===== config.mk =====
export PLATFORM = sky130hd
export DESIGN_NAME = store_buffer_flat
export DESIGN_NICKNAME = d
export VERILOG_FILES = /design/src/rtl/store_buffer_if.sv /design/src/rtl/store_buffer.sv /design/src/flat_wrapper.sv
export SDC_FILE = /design/constraint.sdc
export NUM_CORES = 1
export LEC_CHECK = 0
export CORE_MARGIN = 1.5
export CORE_UTILIZATION = 55
export CTS_CLUSTER_DIAMETER = 80
export DETAILED_ROUTE_END_ITERATION = 8
export GPL_ROUTABILITY_DRIVEN = 0
export PLACE_DENSITY_LB_ADDON = 0.3
export REMOVE_ABC_BUFFERS = 1
export SLEW_MARGIN = 20
export SYNTH_ARGS = -nofsm -noshare
export SYNTH_HDL_FRONTEND = slang
export SYNTH_SLANG_ARGS = --single-unit

===== constraint.sdc =====
create_clock -name clk -period 3.9 [get_ports clk]
set_input_delay 0.39 -clock clk [delete_from_list [all_inputs] [get_ports clk]]
set_output_delay 0.39 -clock clk [all_outputs]
set_load 0.01 [all_outputs]

===== src/rtl/store_buffer_if.sv =====
// Core/dmem side signals of the posted-write store buffer.
// slave: the buffer itself; master: the core and dmem that surround it.
interface store_buffer_if #(
    parameter int AW    = 32,
    parameter int DW    = 32,
    parameter int DEPTH = 4
);
    logic                       st_valid;
    logic [AW-1:0]              st_addr;
    logic [DW-1:0]              st_data;
    logic [DW/8-1:0]            st_be;
    logic                       st_ready;
    logic                       ld_valid;
    logic [AW-1:0]              ld_addr;
    logic                       ld_stall;
    logic                       ld_fwd_valid;
    logic [DW-1:0]              ld_fwd_data;
    logic                       mem_we;
    logic [AW-1:0]              mem_addr;
    logic [DW-1:0]              mem_wd;
    logic [DW/8-1:0]            mem_be;
    logic                       mem_ready;
    logic [$clog2(DEPTH):0]     count;

    modport slave (
        input  st_valid, st_addr, st_data, st_be, ld_valid, ld_addr, mem_ready,
        output st_ready, ld_stall, ld_fwd_valid, ld_fwd_data,
               mem_we, mem_addr, mem_wd, mem_be, count
    );
    modport master (
        output st_valid, st_addr, st_data, st_be, ld_valid, ld_addr, mem_ready,
        input  st_ready, ld_stall, ld_fwd_valid, ld_fwd_data,
               mem_we, mem_addr, mem_wd, mem_be, count
    );
endinterface


===== src/rtl/store_buffer.sv =====
// Posted-write FIFO between the memory stage and dmem, with load hazard detection.
// Define STB_FWD_EN to forward full-word stores to matching loads instead of stalling.
module store_buffer #(
    parameter int DEPTH = 4,
    parameter int AW    = 32,
    parameter int DW    = 32
) (
    input  logic           clk,
    input  logic           reset,
    store_buffer_if.slave  sb
);
    localparam int PW = $clog2(DEPTH);
    localparam int CW = PW + 1;

    typedef struct packed {
        logic [AW-1:0]   addr;
        logic [DW-1:0]   data;
        logic [DW/8-1:0] be;
    } entry_t;

    entry_t          r_mem [DEPTH];
    logic [PW-1:0]   r_wr_ptr;
    logic [PW-1:0]   r_rd_ptr;
    logic [CW-1:0]   r_count;

    logic            w_full;
    logic            w_empty;
    logic            w_push;
    logic            w_pop;
    logic            w_match;
    entry_t          w_head;
    logic            w_unused;

    assign w_full  = (r_count == CW'(DEPTH));
    assign w_empty = (r_count == '0);
    assign w_push  = sb.st_valid && !w_full;
    assign w_pop   = !w_empty && sb.mem_ready;
    assign w_head  = r_mem[r_rd_ptr];

    assign sb.st_ready = !w_full;
    assign sb.count    = r_count;
    assign sb.mem_we   = !w_empty;
    assign sb.mem_addr = w_empty ? '0 : w_head.addr;
    assign sb.mem_wd   = w_empty ? '0 : w_head.data;
    assign sb.mem_be   = w_empty ? '0 : w_head.be;

    // Word-granular hazard check: the low two address bits never participate.
    assign w_unused = &{1'b0, sb.ld_addr[1:0]};

    always_ff @(posedge clk or negedge reset) begin
        if (!reset) begin
            r_wr_ptr <= '0;
            r_rd_ptr <= '0;
            r_count  <= '0;
        end else begin
            if (w_push) r_wr_ptr <= r_wr_ptr + PW'(1);
            if (w_pop)  r_rd_ptr <= r_rd_ptr + PW'(1);
            case ({w_push, w_pop})
                2'b10:   r_count <= r_count + CW'(1);
                2'b01:   r_count <= r_count - CW'(1);
                default: r_count <= r_count;
            endcase
        end
    end

    // Entry contents are don't-care outside the occupied window, so no reset.
    always_ff @(posedge clk) begin
        if (w_push) r_mem[r_wr_ptr] <= '{addr: sb.st_addr, data: sb.st_data, be: sb.st_be};
    end

`ifdef STB_FWD_EN
    logic [PW-1:0] w_young;
    logic          w_young_full;

    // Scan oldest to youngest so the last hit is the youngest matching store.
    always_comb begin
        w_match = 1'b0;
        w_young = '0;
        for (int k = 0; k < DEPTH; k++) begin
            if ((CW'(k) < r_count) &&
                (r_mem[r_rd_ptr + PW'(k)].addr[AW-1:2] == sb.ld_addr[AW-1:2])) begin
                w_match = 1'b1;
                w_young = r_rd_ptr + PW'(k);
            end
        end
    end

    assign w_young_full    = &r_mem[w_young].be;
    assign sb.ld_stall     = sb.ld_valid && w_match && !w_young_full;
    assign sb.ld_fwd_valid = sb.ld_valid && w_match && w_young_full;
    assign sb.ld_fwd_data  = sb.ld_fwd_valid ? r_mem[w_young].data : '0;
`else
    always_comb begin
        w_match = 1'b0;
        for (int k = 0; k < DEPTH; k++) begin
            if ((CW'(k) < r_count) &&
                (r_mem[r_rd_ptr + PW'(k)].addr[AW-1:2] == sb.ld_addr[AW-1:2]))
                w_match = 1'b1;
        end
    end

    assign sb.ld_stall     = sb.ld_valid && w_match;
    assign sb.ld_fwd_valid = 1'b0;
    assign sb.ld_fwd_data  = '0;
`endif
endmodule


===== src/flat_wrapper.sv =====
// flat-port wrapper written by rule: the top's interface ports become plain ports
module store_buffer_flat 
#(
    parameter int DEPTH = 4,
    parameter int AW    = 32,
    parameter int DW    = 32
)
  (clk, reset, sb_st_valid, sb_st_addr, sb_st_data, sb_st_be, sb_ld_valid, sb_ld_addr, sb_mem_ready, sb_st_ready, sb_ld_stall, sb_ld_fwd_valid, sb_ld_fwd_data, sb_mem_we, sb_mem_addr, sb_mem_wd, sb_mem_be, sb_count);
  store_buffer_if #(.AW(AW), .DW(DW), .DEPTH(DEPTH)) sb_i ();
  input  logic clk;
  input  logic reset;
  input wire logic [$bits(sb_i.st_valid)-1:0] sb_st_valid;
  input wire logic [$bits(sb_i.st_addr)-1:0] sb_st_addr;
  input wire logic [$bits(sb_i.st_data)-1:0] sb_st_data;
  input wire logic [$bits(sb_i.st_be)-1:0] sb_st_be;
  input wire logic [$bits(sb_i.ld_valid)-1:0] sb_ld_valid;
  input wire logic [$bits(sb_i.ld_addr)-1:0] sb_ld_addr;
  input wire logic [$bits(sb_i.mem_ready)-1:0] sb_mem_ready;
  output wire logic [$bits(sb_i.st_ready)-1:0] sb_st_ready;
  output wire logic [$bits(sb_i.ld_stall)-1:0] sb_ld_stall;
  output wire logic [$bits(sb_i.ld_fwd_valid)-1:0] sb_ld_fwd_valid;
  output wire logic [$bits(sb_i.ld_fwd_data)-1:0] sb_ld_fwd_data;
  output wire logic [$bits(sb_i.mem_we)-1:0] sb_mem_we;
  output wire logic [$bits(sb_i.mem_addr)-1:0] sb_mem_addr;
  output wire logic [$bits(sb_i.mem_wd)-1:0] sb_mem_wd;
  output wire logic [$bits(sb_i.mem_be)-1:0] sb_mem_be;
  output wire logic [$bits(sb_i.count)-1:0] sb_count;
  assign sb_i.st_valid = sb_st_valid;
  assign sb_i.st_addr = sb_st_addr;
  assign sb_i.st_data = sb_st_data;
  assign sb_i.st_be = sb_st_be;
  assign sb_i.ld_valid = sb_ld_valid;
  assign sb_i.ld_addr = sb_ld_addr;
  assign sb_i.mem_ready = sb_mem_ready;
  assign sb_st_ready = sb_i.st_ready;
  assign sb_ld_stall = sb_i.ld_stall;
  assign sb_ld_fwd_valid = sb_i.ld_fwd_valid;
  assign sb_ld_fwd_data = sb_i.ld_fwd_data;
  assign sb_mem_we = sb_i.mem_we;
  assign sb_mem_addr = sb_i.mem_addr;
  assign sb_mem_wd = sb_i.mem_wd;
  assign sb_mem_be = sb_i.mem_be;
  assign sb_count = sb_i.count;
  store_buffer #(.DEPTH(DEPTH), .AW(AW), .DW(DW)) u_core (.clk(clk), .reset(reset), .sb(sb_i));
endmodule

==> reports/qor.csv, run 1 <==
stage;metric;value;unit
outcome;status;finished, violations left;
yosys;ys async rst share;0.0251;
yosys;Post-Synth Adder-Cell Area;0.00763;
routing;post-route ant nets;0;
routing;DR DRC count;18;
layout;area grow syn2layout;22.4;%
min_path;HP Class;primary input to async pin;
sta;Slew Viols, Final;0;
global_routing;GR Overflow Total;0;
power_and_ir_drop;PD cells;802;nW/µm²
yosys;area leader, netlist;edfxtp_1;
critical_path;crit path from;u_core.r_rd_ptr[0];
clocking;clock-pin slew on the worst setup and hold paths;0.06;ns
sta;Worst slew margin;0.347;
sta;Peak Freq;262;MHz
sta;min Tclk post-route;3.82;ns
yosys;Post-synth top cells;edfxtp_1 (272), mux4_2 (85), mux2i_1 (81), xnor2_1 (71), nand2_1 (60);
yosys;Cell variety after synth;58;
yosys;mux share of post-synthesis cell area;0.209;
clocking;Clk Latency, worst-skew pair;0.54;ns
critical_path;R2R Path Start;u_core.sb.count[0];
critical_path;CP Cell Sequence;buf_4, mux4_1, xnor2_1, nor4_2, buf_4, nand4_1, or4_1, nor4_1, a311o_2, buf_2;
layout;nets;1308;
yosys;Mean Syn Cell Area;14.9;µm²
yosys;post-synth top area share;0.554;
floorplan;Chip Width;167;µm
layout;proportion of layout cells with a drive suffix above 1;0.197;
yosys;count leader, synth;edfxtp_1;
floorplan;Die Ht;167;µm
yosys;Compound-Gate Fraction of Synth Area;0.0386;
job;Max-Cap Viols;0;
clocking;H-tree depth;1;
clocking;Max Buffers Root-to-Sink;3;
yosys;yosys warns;0;
yosys;largest family of logic cells by synthesized area;multiplexers;
yosys;XOR/XNOR share of the synthesized area;0.0629;
global_routing;pin count of the biggest net entering global routing;45;
routing;Routed WL;36300;µm
layout;final instance area;18000;µm²
placed_design;IO buf count;176;
sta;final setup vio count;0;
floorplan;Top Ports;212;
routing;DRT Pass-1 Iters;7;
power_and_ir_drop;worst vdd ir;557;µV
yosys;Post-synth EDFFs;272;
global_routing;gr usage total;0.262;
yosys;Synth Cell Area;14800;µm²
floorplan;die area;27800;µm²
routing;detailed-route via count;9382;
sta;worst-margin pin slew;0.968;ns
critical_path;Setup Crit Path Kind;flip-flop to output pin;
critical_path;Worst EP arrival;3.43;ns
clocking;TritonCTS clock tree;yes;
yosys;simple-gate share of the synthesized area;0.0687;
sta;Sum Neg Setup Slack;0;ns
critical_path;Startpoint Class;flip-flop;
clocking;clock sinks;279;
sta;period utilization;0.980;
critical_path;maximum net fanout on the critical path;3;
layout;final core occ;0.689;
global_routing;initial antenna violation count;1;
critical_path;crit end category;output pin;
clocking;TritonCTS Buffers;28;
outcome;violated checks;design-rule violations;
critical_path;most frequent CP cell;buf_4;
clocking;hold buffers post-CTS;0;
sta;RSZ-0062 raised after global routing;false;
placed_design;Detailed Place HPWL;25000;µm
sta;final hold vios;0;
critical_path;Largest stage delay, worst path;0.57;ns
clocking;root buf cell;clkbuf_16;
yosys;top_reg_cell synth;edfxtp_1;
yosys;Area contributors post-synth;edfxtp_1 (55%), mux4_2 (13%), mux2i_1 (5.5%), xnor2_1 (4.2%), xor2_1 (2.1%);
floorplan;CORE AREA;26200;µm²
routing;Avg WL per Cell;23.4;µm
routing;Starting DRT DRC Count;861;
layout;Fill cells;1750;
critical_path;Critical Path RT;3.51;ns
sta;hold_ws;0.117;ns
routing;post-DR vias/cell;6.05;
floorplan;Rows;59;
sta;skew final;0.00767;ns
placed_design;DP Cell Count;1491;
floorplan;starting density of the core;0.563;
yosys;Seq/Total Area, Yosys;0.566;
global_routing;first-pass GRT wire length;54800;µm
critical_path;Critical Path Slowest Stage Cell;mux4_1;
yosys;Seq cells post-synth;279;
placed_design;DP Area;17000;µm²
yosys;Cells after Synth;993;
power_and_ir_drop;leakage;6.30;nW
layout;non-filler cells, final;1550;
global_routing;vias in the first global route;9464;
## path summary, 6_finish.rpt
kind	slack [ns]	cells past startpoint	endpoint
max reg2reg	1.43	5	u_core.r_mem[2][35]
max	0.08	10	sb_ld_stall
max in group asynchronous	3.50	1	u_core.r_rd_ptr[0]
min reg2reg	0.64	1	u_core.sb.count[0]
min in group clk	0.48	1	u_core.r_mem[0][18]
min	0.12	1	u_core.sb.count[2]
## state kept, by name, summed over array words and instances (netlist names)
name,count
u_core.r_wr_ptr,2
u_core.sb.count,3
u_core.r_mem,272
u_core.r_rd_ptr,2
## metal layers
layer	routed length (µm)	track usage	vias up
met5	0	0	-
met4	1560	0.108	0
met3	3370	0.0708	88
met2	16900	0.421	457
met1	14500	0.340	4661
li1	-	-	4176
## per-stage QoR
step	setup slack [ns]	power, mW
after floorplan	-4.38	8.63
after global placement	-0.0599	11.5
after detailed placement	-0.0341	11.6
after CTS	0.00987	14.4
after global routing	0.00376	15.2
final	0.0781	14.5
## worst max-delay path: cells and delay by family (launching register included)
family / cells / cell delay, ns
xor gates and xnor gates: 1 / 0.23
DFF: 1 / 0.44
AOI/OAI and AO/OA: 1 / 0.18
muxes: 1 / 0.57
and+or+nand+nor: 4 / 1.01
buffers and inverters: 3 / 0.45
## power by group
| part | switching, mW | internal, mW |
|---|---|---|
| logic | 3.82 | 3.79 |
| registers | 0.286 | 3.97 |
| clock network | 1.08 | 1.54 |
| total | 5.18 | 9.30 |
## timing repair
action / CTS / global route
resized for setup: 12 / 15
buffers inserted: 7 / 0
hold endpoints to repair: 0 / 0
pin swaps: 3 / 2
gates cloned: 0 / 1
setup endpoints to repair: 1 / 1
## final cells by class
| type | count | area, µm² | area share |
|---|---|---|---|
| clock buffers | 33 | 741 | 0.0410 |
| flip-flops and latches | 279 | 8350 | 0.463 |
| repair buffers | 239 | 2380 | 0.132 |
| well taps | 335 | 419 | 0.0232 |
| multi-input cells | 629 | 5940 | 0.329 |
| diodes | 1 | 2.50 | 0.000139 |
| clock inverters | 17 | 160 | 0.00887 |
| inverters | 17 | 63.8 | 0.00354 |
## cell usage in the layout, fill, tap and decap left out, types with 3 or more instances in the layout
cell and n:
edfxtp_1 272, clkdlybuf4s50_1 175, mux4_2 86, mux2i_1 76, xnor2_1 71, nand2_1 60
buf_4 49, nor2b_1 41, nor2_1 41, xor2_1 35, conb_1 33, clkbuf_16 30
mux2_2 25, o21ai_0 20, inv_1 16, nand4_1 15, a21oi_1 12, nor4_1 11
ha_1 9, clkinv_1 7, and3_1 7, buf_12 7, nor3_1 6, o22ai_1 6
nor4_2 5, nand3_1 5, clkinv_2 5, dfrtp_1 5, mux2i_2 4, a211oi_1 4
and3_4 4, a22oi_1 4, o211ai_1 4, a2bb2oi_1 4, clkbuf_1 4, buf_6 4
a31oi_1 3, o221ai_1 3, bufinv_16 3, clkinvlp_4 3
## cell families after synthesis
| family | after synthesis |
|---|---|
| adders and majority gates | 9 |
| xor gates and xnor gates | 106 |
| muxes | 194 |
| AOI/OAI and AO/OA | 83 |
| buffers and inverters | 117 |
| DFF | 279 |
| other | 1 |
| and+or+nand+nor | 204 |
Power figures use the tool's default switching activity.
==> run 2: changes to the inputs <==
--- a/config.mk
+++ b/config.mk
@@ -17,2 +17,3 @@
 export SYNTH_HDL_FRONTEND = slang
 export SYNTH_SLANG_ARGS = --single-unit
+export TNS_END_PERCENT = 30
==> constraint.sdc (replaced) <==
create_clock -name clk -period 3.9 [get_ports clk]
set_input_delay 0.39 -clock clk [delete_from_list [all_inputs] [get_ports clk]]
set_output_delay 0.39 -clock clk [all_outputs]
set_load 0.02 [all_outputs]
==> run 2 against run 1 <==
The run still ends with design-rule violations left. Clock power is 5% higher. Sequential power hardly changed. First-iteration DRC count is 7.8% higher. Worst hold slack worse by 0.033 ns. Final cell count is 0.19% higher. Sequential share of layout area is 0.20 points lower. Non-clock buffer count stayed put. Routed wire length is 2.2% lower. Critical path depth is 2 lower. Fmax is 0.34% higher. Global-route usage is 0.53 points lower. Via count is 0.37% higher.
==> reports/qor.csv, run 2 (synthesis results as in run 1) <==
stage;metric;value;unit;change
job;Max-Cap Viols;0;;unchanged
global_routing;vias in the first global route;9423;;was 9464
layout;final instance area;18100;µm²;was 18000 µm²
routing;post-route ant nets;0;;unchanged
sta;worst-margin pin slew;0.998;ns;was 0.968 ns
critical_path;Startpoint Class;flip-flop;;unchanged
placed_design;Detailed Place HPWL;24700;µm;was 25000 µm
floorplan;starting density of the core;0.563;;unchanged
clocking;clock sinks;279;;unchanged
routing;Routed WL;35500;µm;was 36300 µm
floorplan;die area;27800;µm²;unchanged
layout;ant diodes;0;;was 1
min_path;HP Class;primary input to async pin;;unchanged
sta;Worst slew margin;0.326;;was 0.347
layout;nets;1309;;was 1308
power_and_ir_drop;leakage;6.36;nW;was 6.30 nW
floorplan;Rows;59;;unchanged
critical_path;Crit Reg-Reg Endpoint;u_core.sb.count[2];;was u_core.r_mem[2][35]
floorplan;Chip Width;167;µm;unchanged
floorplan;Die Ht;167;µm;unchanged
sta;Peak Freq;263;MHz;was 262 MHz
sta;Setup WS post-layout;0.0909;ns;was 0.0781 ns
critical_path;crit path from;u_core.r_rd_ptr[1];;was u_core.r_rd_ptr[0]
placed_design;IO buf count;176;;unchanged
global_routing;pin count of the biggest net entering global routing;45;;unchanged
layout;max reg flops;272;;unchanged
critical_path;maximum net fanout on the critical path;41;;was 3
critical_path;Critical Path RT;3.51;ns;about the same
floorplan;Top Ports;212;;unchanged
global_routing;initial antenna violation count;0;;was 1
routing;detailed-route via count;9417;;was 9382
routing;Starting DRT DRC Count;928;;was 861
clocking;root buf cell;clkbuf_16;;unchanged
critical_path;Worst EP arrival;3.42;ns;was 3.43 ns
placed_design;Place WS;-0.0671;ns;was -0.0341 ns
outcome;violated checks;design-rule violations;;unchanged
sta;Sum Neg Setup Slack;0;ns;unchanged
global_routing;gr usage total;0.256;;was 0.262
sta;Slew Viols, Final;0;;unchanged
routing;DRT Pass-1 Iters;9;;was 7
critical_path;Setup Crit Path Kind;flip-flop to output pin;;unchanged
layout;most frequent cells in the layout;edfxtp_1 (272), clkdlybuf4s50_1 (175), mux4_2 (86);;unchanged
layout;area grow syn2layout;22.9;%;was 22.4%
routing;Avg WL per Cell;22.9;µm;was 23.4 µm
global_routing;first-pass GRT wire length;54100;µm;was 54800 µm
clocking;Clk Latency, worst-skew pair;0.57;ns;was 0.54 ns
clocking;TritonCTS clock tree;yes;;unchanged
routing;post-DR vias/cell;6.06;;was 6.05
clocking;Max Buffers Root-to-Sink;3;;unchanged
sta;min Tclk post-route;3.81;ns;was 3.82 ns
critical_path;R2R cell count;9;;was 5
sta;final hold vios;0;;unchanged
sta;final setup vio count;0;;unchanged
power_and_ir_drop;PD cells;827;nW/µm²;was 802 nW/µm²
outcome;status;finished, violations left;;unchanged
critical_path;R2R Path Start;u_core.sb.count[0];;unchanged
layout;Top reg by flops;u_core.r_mem;;unchanged
layout;Fill cells;1759;;was 1750
critical_path;crit end category;output pin;;unchanged
sta;hold_ws;0.0835;ns;was 0.117 ns
power_and_ir_drop;worst vdd ir;683;µV;was 557 µV
layout;proportion of layout cells with a drive suffix above 1;0.201;;was 0.197
global_routing;GR Overflow Total;0;;unchanged
critical_path;r2r setup slk;1.49;ns;was 1.43 ns
clocking;TritonCTS Buffers;29;;was 28
sta;skew final;0.00650;ns;was 0.00767 ns
sta;period utilization;0.977;;was 0.980
placed_design;DP Area;17000;µm²;about the same
clocking;clock-pin slew on the worst setup and hold paths;0.06;ns;about the same
floorplan;CORE AREA;26200;µm²;unchanged
layout;commonest non-fill, non-tap cell in the layout;edfxtp_1;;unchanged
routing;DR DRC count;18;;unchanged
clocking;H-tree depth;1;;unchanged
==> run 2: cell count changes in the layout (fill, tap and decap cells not counted), moves of 2 or more <==
cell,previous run,this run
mux2i_1,76,78
inv_6,0,5
mux2i_2,4,2
nor4_2,5,3
clkinv_4,0,2
buf_8,1,3
buf_12,7,9
==> run 2: area by class of cell <==
type	instances	area, µm²	share of cell area
clock buffer	32	737	0.0407
clock inverter	22	225	0.0124
inverter	17	63.8	0.00352
multi-input combinational	629	5950	0.328
sequential	279	8350	0.461
tap	335	419	0.0231
timing repair buffer	239	2380	0.131
==> run 2: power by group <==
| group | leakage [nW] | total, mW | internal, mW | switching, mW |
|---|---|---|---|---|
| clock | 0.468 | 2.77 | 1.58 | 1.19 |
| sequential | 2.57 | 4.26 | 3.97 | 0.290 |
| combinational | 3.32 | 7.95 | 3.76 | 4.20 |
==> run 2: critical path, cell delays in order (launching register included) <==
cell     delay [ns]
dfrtp_4        0.57
buf_12         0.30
mux4_2         0.56
xor2_1         0.19
nor4_1         0.36
nand4_1        0.17
o41ai_2        0.35
a311o_2        0.20
buf_6          0.13
==> run 2: layer usage <==
metal  wire (µm)  GRT usage  vias to the layer above  share of wire
li1            -          -                     4173              -
met1       14000      0.338                     4697           0.39
met2       16700      0.404                      467           0.47
met3        3540     0.0787                       80           0.10
met4        1270     0.0941                        0          0.036
met5           0          0                        -              0
==> run 2: worst max-delay path by stage <==
stage / endpoint / slack [ns] / depth (start not counted)
CTS: sb_ld_stall / 0.01 / 10
floorplan: sb_ld_stall / -4.41 / 7
detailed placement: sb_ld_stall / -0.07 / 9
global route: sb_ld_stall / -0.03 / 10
global placement: sb_ld_stall / -0.02 / 10
finish: sb_ld_stall / 0.09 / 8
==> run 2: repair_timing <==
action | 4_1_cts | 5_1_grt
pin swaps | 3 | 3
buffers inserted | 2 | 4
setup endpoints to repair | 1 | 1
hold buffers | 0 | 0
resized for setup | 9 | 26
==> run 2: stage by stage <==
| step | std cells | power, mW | util |
|---|---|---|---|
| after floorplan | 925 | 9.07 | - |
| after global placement | 1493 | 12.0 | 0.648 |
| after detailed placement | 1493 | 12.0 | 0.648 |
| after CTS | 1549 | 14.9 | 0.686 |
| after global routing | 1553 | 15.7 | 0.692 |
| final | 1553 | 15.0 | 0.692 |
==> run 3: changes to the inputs <==
==> constraint.sdc (replaced) <==
create_clock -name clk -period 3.9 [get_ports clk]
set_input_delay 0.78 -clock clk [delete_from_list [all_inputs] [get_ports clk]]
set_output_delay 0.78 -clock clk [all_outputs]
set_load 0.02 [all_outputs]
==> run 3 against run 2 <==
The flow finishes with violations (design-rule violations, negative setup slack). Via count increased by 4.2%. Routed wire length increased by 5.4%. First-iteration DRC count increased by 1.7%. Critical path type unchanged. Largest cell class unchanged. Non-clock buffer count increased by 112. Die area unchanged. Utilization increased by 3.4 points. Register-to-register slack improved by 0.02 ns.
==> reports/qor.csv, run 3 (synthesis results as in run 1) <==
stage;metric;value;unit;change
sta;Setup WS post-layout;-0.222;ns;was 0.0909 ns
global_routing;busiest grt layer;met2;;unchanged
sta;Peak Freq;243;MHz;was 263 MHz
routing;post-route ant nets;0;;unchanged
job;Max-Cap Viols;0;;unchanged
global_routing;gr usage total;0.271;;was 0.256
floorplan;die area;27800;µm²;unchanged
global_routing;initial antenna violation count;1;;was 0
layout;max reg flops;272;;unchanged
layout;nets;1420;;was 1309
layout;area grow syn2layout;28.9;%;was 22.9%
outcome;violated checks;design-rule violations, negative setup slack;;was design-rule violations
sta;worst-margin pin slew;0.964;ns;was 0.998 ns
floorplan;starting density of the core;0.563;;unchanged
sta;skew final;0.0120;ns;was 0.00650 ns
min_path;HP Class;primary input to async pin;;unchanged
sta;final setup vio count;1;;was 0
sta;min Tclk post-route;4.12;ns;was 3.81 ns
floorplan;Top Ports;212;;unchanged
global_routing;met2 usage;0.446;;was 0.404
routing;Routed WL;37500;µm;was 35500 µm
critical_path;Setup Crit Path Kind;flip-flop to output pin;;unchanged
global_routing;GR Layer Usage met1;0.360;;was 0.338
sta;Worst slew margin;0.349;;was 0.326
layout;most frequent cells in the layout;edfxtp_1 (272), clkdlybuf4s50_1 (170), buf_4 (158);;was edfxtp_1 (272), clkdlybuf4s50_1 (175), mux4_2 (86)
critical_path;Startpoint Class;flip-flop;;unchanged
sta;RSZ-0062 raised after global routing;true;;
power_and_ir_drop;worst vdd ir;536;µV;was 683 µV
routing;Starting DRT DRC Count;944;;was 928
layout;ant diodes;0;;unchanged
global_routing;vias in the first global route;10000;;was 9423
floorplan;Chip Width;167;µm;unchanged
routing;DR DRC count;18;;unchanged
floorplan;Die Ht;167;µm;unchanged
routing;post-DR vias/cell;5.90;;was 6.06
critical_path;maximum net fanout on the critical path;11;;was 41
critical_path;Worst EP arrival;3.34;ns;was 3.42 ns
layout;commonest non-fill, non-tap cell in the layout;edfxtp_1;;unchanged
layout;proportion of layout cells with a drive suffix above 1;0.272;;was 0.201
outcome;status;finished, violations left;;unchanged
global_routing;met3 GRT Util;0.0585;;was 0.0787
clocking;root buf cell;clkbuf_16;;unchanged
routing;DRT Pass-1 Iters;8;;was 9
global_routing;pin count of the biggest net entering global routing;38;;was 45
clocking;Clk Latency, worst-skew pair;0.54;ns;was 0.57 ns
critical_path;Critical Path RT;3.12;ns;was 3.51 ns
floorplan;CORE AREA;26200;µm²;unchanged
power_and_ir_drop;PD cells;824;nW/µm²;was 827 nW/µm²
global_routing;GR Overflow Total;0;;unchanged
clocking;H-tree depth;1;;unchanged
layout;Fill cells;1712;;was 1759
routing;detailed-route via count;9813;;was 9417
clocking;TritonCTS Buffers;28;;was 29
sta;period utilization;1.06;;was 0.977
clocking;clock sinks;279;;unchanged
placed_design;Place WS;-0.515;ns;was -0.0671 ns
layout;Top reg by flops;u_core.r_mem;;unchanged
power_and_ir_drop;total power;15.7;mW;was 15.0 mW
critical_path;crit end category;output pin;;unchanged
clocking;TritonCTS clock tree;yes;;unchanged
global_routing;first-pass GRT wire length;57200;µm;was 54100 µm
routing;Avg WL per Cell;22.5;µm;was 22.9 µm
sta;final hold vios;0;;unchanged
power_and_ir_drop;leakage;6.94;nW;was 6.36 nW
floorplan;Rows;59;;unchanged
sta;Slew Viols, Final;0;;unchanged
placed_design;IO buf count;176;;unchanged
clocking;Max Buffers Root-to-Sink;3;;unchanged
placed_design;Detailed Place HPWL;26800;µm;was 24700 µm
clocking;clock-pin slew on the worst setup and hold paths;0.06;ns;about the same
sta;hold_ws;0.494;ns;was 0.0835 ns
-- run 3: changes by cell type in the layout (fill, tap and decap cells not counted), sizes merged, moves of 2 or more --
cell,delta
buf,+110
bufbuf,+2
clkdlybuf4s50,-5
clkinv,+4
dlygate4sd2,+2
dlymetal6s2s,+3
inv,-5
-- run 3: final timing paths --
check,from,end,slack (ns),cells past startpoint
min in group clk,u_core.r_wr_ptr[0],u_core.r_wr_ptr[0],0.64,2
setup / recovery,u_core.r_rd_ptr[0],sb_ld_stall,-0.22,11
hold reg to reg,u_core.r_wr_ptr[0],u_core.r_wr_ptr[0],0.64,2
max in group asynchronous,reset,u_core.r_rd_ptr[1],3.14,1
setup reg to reg,u_core.sb.count[0],u_core.r_mem[2][4],1.51,6
hold / removal,reset,u_core.r_rd_ptr[0],0.49,1
-- run 3: stage by stage --
stage                     TNS, ns  cells  cell area (µm²)   util
final                      -0.222   1663            19000  0.726
after floorplan           -249.67    925            14200      -
after global placement     -0.490   1603            17800  0.680
after global routing       -0.308   1663            19000  0.726
after CTS                  -0.212   1663            19000  0.724
after detailed placement   -0.515   1603            17800  0.680
-- run 3: power by group --
group / switching (mW) / internal, mW
registers: 0.283 / 3.96
logic: 4.42 / 4.30
clock network: 1.09 / 1.61
-- run 3: timing repair --
item | in CTS | in global routing
setup buffers | 6 | 0
cloned | 2 | 0
pin swaps | 7 | 1
resized for setup | 31 | 14
hold buffers | 0 | 0
endpoints found under the setup margin | 19 | 20
-- run 3: final cells by class --
class                           count  area, µm²  share of cell area
Clock buffer                       31        733              0.0386
Inverter                           17       63.8             0.00336
Clock inverter                     21        205              0.0108
Multi-Input combinational cell    629       5960               0.313
Timing Repair Buffer              351       3280               0.173
Tap cell                          335        419              0.0220
Sequential cell                   279       8350               0.439
-- run 3: per-layer routing --
metal,vias to the layer above,wire [µm]
met4,2,1250
met5,-,11
met2,473,18000
li1,4394,-
met1,4866,14800
met3,78,3340
-- run 3: critical path, stage by stage (launching register included) --
cell and delay [ns]:
dfrtp_4 0.49, buf_12 0.15, buf_6 0.16, bufbuf_16 0.29, mux2i_1 0.24, a222oi_1 0.35, nand3_1 0.11, nor4_1 0.34
a31oi_1 0.10, nor4_2 0.23, a311o_2 0.18, buf_4 0.15
